$ cat config.mk
export PLATFORM = sky130hd
export DESIGN_NAME = magic_round_sched
export DESIGN_NICKNAME = d
export VERILOG_FILES = /design/src/rtl/magic_round_sched.sv
export SDC_FILE = /design/constraint.sdc
export NUM_CORES = 1
export LEC_CHECK = 0
export CORE_MARGIN = 1.5
export CORE_UTILIZATION = 42
export DETAILED_ROUTE_END_ITERATION = 7
export HOLD_SLACK_MARGIN = 0.05
export PLACE_DENSITY = 0.7
export REMOVE_ABC_BUFFERS = 1
export SLEW_MARGIN = 20
export SYNTH_ARGS = -nofsm -noshare
export SYNTH_HDL_FRONTEND = slang
export SYNTH_SLANG_ARGS = --single-unit
$ cat constraint.sdc
create_clock -name clk -period 4.3 [get_ports clk]
set_input_delay 1.075 -clock clk [delete_from_list [all_inputs] [get_ports clk]]
set_output_delay 1.075 -clock clk [all_outputs]
set_load 0.1 [all_outputs]
$ cat src/rtl/magic_round_sched.sv
// magic_round_sched
//   Iterative round scheduler that reuses a single external "magic" stage for
//   every round of the chained transform. An accepted operand is issued to the
//   magic stage NUM_ROUNDS times; round k uses key bits [2k+1:2k] of the
//   original operand as the selector, and each result becomes the next operand.
//
//   Optional build macro: MAGIC_SCHED_STATS_EN adds the ops_done and
//   busy_cycles statistics ports (saturating counters).
//
//   Handshake rules (both channels): a transfer happens on a rising clk edge
//   where valid and ready are both high. in_ready is high only in IDLE.
//   out_valid, once high, holds with out_data stable until out_ready, unless
//   abort cancels the operation. abort in IDLE is ignored.
module magic_round_sched #(
    parameter int DATA_W    = 8,
    parameter int MAGIC_LAT = 1
) (
    input  logic              clk,
    input  logic              rst,
    input  logic              in_valid,
    output logic              in_ready,
    input  logic [DATA_W-1:0] in_data,
    input  logic              abort,
    output logic [DATA_W-1:0] m_inp,
    output logic [1:0]        m_val,
    output logic              m_start,
    input  logic [DATA_W-1:0] m_res,
    output logic              out_valid,
    input  logic              out_ready,
    output logic [DATA_W-1:0] out_data,
    output logic              busy
`ifdef MAGIC_SCHED_STATS_EN
    ,
    output logic [15:0]       ops_done,
    output logic [31:0]       busy_cycles
`endif
);

    localparam int NUM_ROUNDS = DATA_W / 2;
    localparam int RND_W      = (NUM_ROUNDS > 1) ? $clog2(NUM_ROUNDS) : 1;
    localparam int CNT_W      = (MAGIC_LAT > 2) ? $clog2(MAGIC_LAT) : 1;
    localparam int LAST_WAIT  = (MAGIC_LAT > 0) ? MAGIC_LAT - 1 : 0;

    localparam logic [RND_W-1:0] LAST_ROUND = RND_W'(NUM_ROUNDS - 1);
    localparam logic [CNT_W-1:0] LAST_CNT   = CNT_W'(LAST_WAIT);

    localparam logic [1:0] S_IDLE  = 2'd0;
    localparam logic [1:0] S_ISSUE = 2'd1;
    localparam logic [1:0] S_WAIT  = 2'd2;
    localparam logic [1:0] S_DONE  = 2'd3;

    logic [1:0]        state;
    logic [RND_W-1:0]  round;
    logic [CNT_W-1:0]  wait_cnt;
    logic [DATA_W-1:0] acc;
    logic [DATA_W-1:0] key;
    logic [DATA_W-1:0] result;
    logic              round_end;

    // Last cycle of the current round: the ISSUE cycle itself for a
    // combinational magic stage, otherwise the final WAIT cycle.
    always_comb begin
        round_end = 1'b0;
        if (state == S_ISSUE && MAGIC_LAT == 0) begin
            round_end = 1'b1;
        end
        if (state == S_WAIT && wait_cnt == LAST_CNT) begin
            round_end = 1'b1;
        end
    end

    // Main FSM: accept, issue/wait per round, capture result, present output.
    always_ff @(posedge clk or negedge rst) begin
        if (!rst) begin
            state    <= S_IDLE;
            round    <= '0;
            wait_cnt <= '0;
            acc      <= '0;
            key      <= '0;
            result   <= '0;
        end else begin
            case (state)
                S_IDLE: begin
                    if (in_valid) begin
                        acc      <= in_data;
                        key      <= in_data;
                        round    <= '0;
                        wait_cnt <= '0;
                        state    <= S_ISSUE;
                    end
                end
                S_ISSUE, S_WAIT: begin
                    if (abort) begin
                        state <= S_IDLE;
                    end else if (round_end) begin
                        // m_res is only meaningful on this cycle.
                        acc <= m_res;
                        if (round == LAST_ROUND) begin
                            result <= m_res;
                            state  <= S_DONE;
                        end else begin
                            round <= round + RND_W'(1);
                            state <= S_ISSUE;
                        end
                    end else if (state == S_ISSUE) begin
                        wait_cnt <= '0;
                        state    <= S_WAIT;
                    end else begin
                        wait_cnt <= wait_cnt + CNT_W'(1);
                    end
                end
                S_DONE: begin
                    // abort and out_ready both return to IDLE; abort simply
                    // means the result is not counted as delivered.
                    if (abort || out_ready) begin
                        state <= S_IDLE;
                    end
                end
                default: state <= S_IDLE;
            endcase
        end
    end

    // Round key selection: two key bits per round, chosen by the round index.
    always_comb begin
        m_val = 2'b00;
        for (int r = 0; r < NUM_ROUNDS; r++) begin
            if (round == RND_W'(r)) begin
                m_val = key[2*r +: 2];
            end
        end
    end

    // Output decode; everything derives from async-reset state so a reset
    // mid-operation drops m_start and out_valid immediately.
    always_comb begin
        in_ready  = (state == S_IDLE);
        m_start   = (state == S_ISSUE);
        m_inp     = acc;
        out_valid = (state == S_DONE);
        out_data  = result;
        busy      = (state != S_IDLE);
    end

`ifdef MAGIC_SCHED_STATS_EN
    // Saturating statistics: delivered results and busy cycles.
    always_ff @(posedge clk or negedge rst) begin
        if (!rst) begin
            ops_done    <= '0;
            busy_cycles <= '0;
        end else begin
            if (state == S_DONE && out_ready && !abort && ops_done != 16'hFFFF) begin
                ops_done <= ops_done + 16'd1;
            end
            if (busy && busy_cycles != 32'hFFFF_FFFF) begin
                busy_cycles <= busy_cycles + 32'd1;
            end
        end
    end
`endif

endmodule

==> flow_metrics.env <==
export IMPL_worstPathArrival_ns=2.25
export IMPL_ys_ff_latch=29
export IMPL_whs_ns=0.496
export IMPL_synth_area_per_cell_um2=11.2
export IMPL_crit_chain="inv_1 -> ha_1 -> inv_1 -> clkdlybuf4s50_1"
export IMPL_diodes=0
export IMPL_critPathCaptureType="primary output"
export IMPL_routabilityCongestion=0.743
export IMPL_crit_required_ns=3.22
export IMPL_setup_viol=0
export IMPL_die_area_mm2=0.00380
export IMPL_slew_headroom=0.351
export IMPL_finalClockSkew_ns=0.0127
export IMPL_min_period_ns=3.32
export IMPL_holdBufCountCts=0
export IMPL_root_buffer="clkbuf_4"
export IMPL_dp_hpwl_um=2260
export IMPL_die_width_um=61.7
export IMPL_drive_above_1_share=0.155
export IMPL_crit_type="register to primary output"
export IMPL_yosysUniqueCellTypes=22
export IMPL_cts_sinks=29
export IMPL_ioPinCount=43
export IMPL_nFillCells=301
export IMPL_start_util=0.437
export IMPL_critPathMostFrequentCell="inv_1"
export IMPL_place_area_mm2=0.00190
export IMPL_regArea_um2=726
export IMPL_crit_family="buffers and inverters"
export IMPL_vias_per_cell=5.08
export IMPL_grtUsageTotal=0.179
export IMPL_period_share=0.773
export IMPL_clk_pin_slew_worst_paths_ns=0.08
export IMPL_synth_area_leaders="dfrtp_1, mux2_2, ha_1, mux2i_1, nand2_1"
export IMPL_wl_per_cell_um=14.3
export IMPL_whs_path_depth=2
export IMPL_numPortBuffers=42
export IMPL_critPathSlowestCell="clkdlybuf4s50_1"
export IMPL_status="complete, no violations"
export IMPL_area_delta_synth_final_pct=35.5
export IMPL_seq_area_frac_synth=0.502
export IMPL_final_cell_area_mm2=0.00196
export IMPL_clock_latency_ns=0.33
export IMPL_hold_path_class="register to register"
export IMPL_r2r_start="state[0]"
export IMPL_rows=21
export IMPL_grt_remaining_overflow=0
export IMPL_reg2regPathDepth=6
export IMPL_cts_buffers=5
export IMPL_min_delay_start="m_inp[0]"
export IMPL_max_freq_mhz=301
export IMPL_slowest_delay_ns=1.12
export IMPL_layout_cells_non_filler=220
export IMPL_synthesis_area_mm2=0.00145
export IMPL_num_vias=1117
export IMPL_final_hold_viol_count=0
export IMPL_placed_cells=213
export IMPL_drt_iter0_markers=15
export IMPL_grt_pass1_wl_um=4840
export IMPL_drtAntennaViolNets=0
export IMPL_cts_setup_buffers=0
export IMPL_die_y_um=61.7
export IMPL_synth_top_cell_area_share=0.502
export IMPL_grt_max_degree=30
export IMPL_nets=203
export IMPL_critPathMaxFanout=5
export IMPL_yosysTopAreaCell="dfrtp_1"
export IMPL_start_kind="register"
export IMPL_multi_input_area_um2=671
export IMPL_design_core_area_mm2=0.00331
export IMPL_htreeDepth=2
export IMPL_routed_wl_um=3150
export IMPL_cts_resized=0
export IMPL_max_slew_worst_pin_slew_ns=0.971
export IMPL_grt_antenna_before_repair=0
export IMPL_rsz0062_at_grt="false"
export IMPL_worst_path_buf_inv=3
export IMPL_dr_pass1_iters=4
export IMPL_rrSetupSlack_ns=1.51
export IMPL_yosys_warnings=0
export IMPL_remaining_drc_errors=0
export IMPL_drv_cap=0
export IMPL_syn_inst=129
export IMPL_tns_ns=0
export IMPL_slew_viol_final=0
export IMPL_r2r_end="round[0]"
export IMPL_grt_pass1_vias=1103
export IMPL_whs_endpoint="m_inp[0]"
export IMPL_cts_tree="yes"
export IMPL_cts_path_max_buffers=2
state kept, by name, summed over array words and instances, names as in the netlist:
register,cells
key,8
out_data,8
wait_cnt,1
m_inp,8
round,2
state,2
area by class of cell:
type | count | share of cell area
Inverter | 7 | 0.0134
Sequential cell | 29 | 0.371
Clock buffer | 7 | 0.0281
Multi-Input combinational cell | 88 | 0.342
Timing Repair Buffer | 43 | 0.216
Tap cell | 46 | 0.0294
logic make-up after synthesis:
family	after synthesis	share of synthesized area
mux	27	0.203
simple gates	31	0.105
flops	29	0.502
compound gates	22	0.0866
fa+ha+maj	8	0.0693
buf+inv	12	0.0338
stage by stage:
| stage | setup WS [ns] | util |
|---|---|---|
| floorplan | 0.163 | - |
| global placement | 1.32 | 0.575 |
| detailed placement | 1.28 | 0.575 |
| CTS | 0.976 | 0.591 |
| global route | 0.896 | 0.591 |
| finish | 0.977 | 0.591 |
metal layers:
| layer | vias to the layer above | routed length (um) | global-route usage |
|---|---|---|---|
| met5 | - | 0 | 0 |
| met4 | 0 | 36 | 0.0547 |
| met2 | 30 | 1600 | 0.319 |
| li1 | 542 | - | - |
| met1 | 541 | 1350 | 0.198 |
| met3 | 4 | 160 | 0.0672 |
worst max-delay path by stage:
stage | start | end | slack (ns) | depth (start not counted)
finish | state[0] | busy | 0.98 | 4
detailed placement | in_valid | round[0] | 1.28 | 5
global route | state[0] | busy | 0.90 | 4
CTS | state[0] | busy | 0.98 | 4
global placement | in_valid | round[0] | 1.32 | 5
floorplan | round[1] | m_val[1] | 0.16 | 6
cell usage after synthesis:
cell type	n
dfrtp_1	29
mux2_2	18
nand2_1	16
o21ai_0	11
ha_1	8
mux2i_1	8
inv_1	7
a21oi_1	5
nand3_1	4
buf_2	3
nand3b_1	3
nor2_1	3
o22ai_1	3
clkbuf_1	2
nand2b_1	2
a2111o_1	1
a211oi_1	1
mux2_1	1
nor2b_1	1
nor4b_1	1
o211ai_1	1
or4b_1	1
layout by cell type (no fill, tap or decap), types with 5 or more instances in the layout:
master / count
o21ai_0: 11
clkdlybuf4s50_1: 40
mux2i_1: 8
a21oi_1: 5
ha_1: 8
inv_1: 7
clkbuf_4: 5
dfrtp_1: 29
mux2_2: 18
nand2_1: 16
worst reg2reg max path: cells and delay by family (launching register included):
family                   cells  cell delay [ns]
buffers and inverters        1             0.08
AO/OA/AOI/OAI                1             0.65
AND/OR/NAND/NOR              3             0.79
flip-flops                   1             0.41
adder cells (fa/ha/maj)      1             0.81
Power is left out: the tool's default activity adds up to more than one toggle a clock period on the data nets, which glitch-free logic cannot reach.
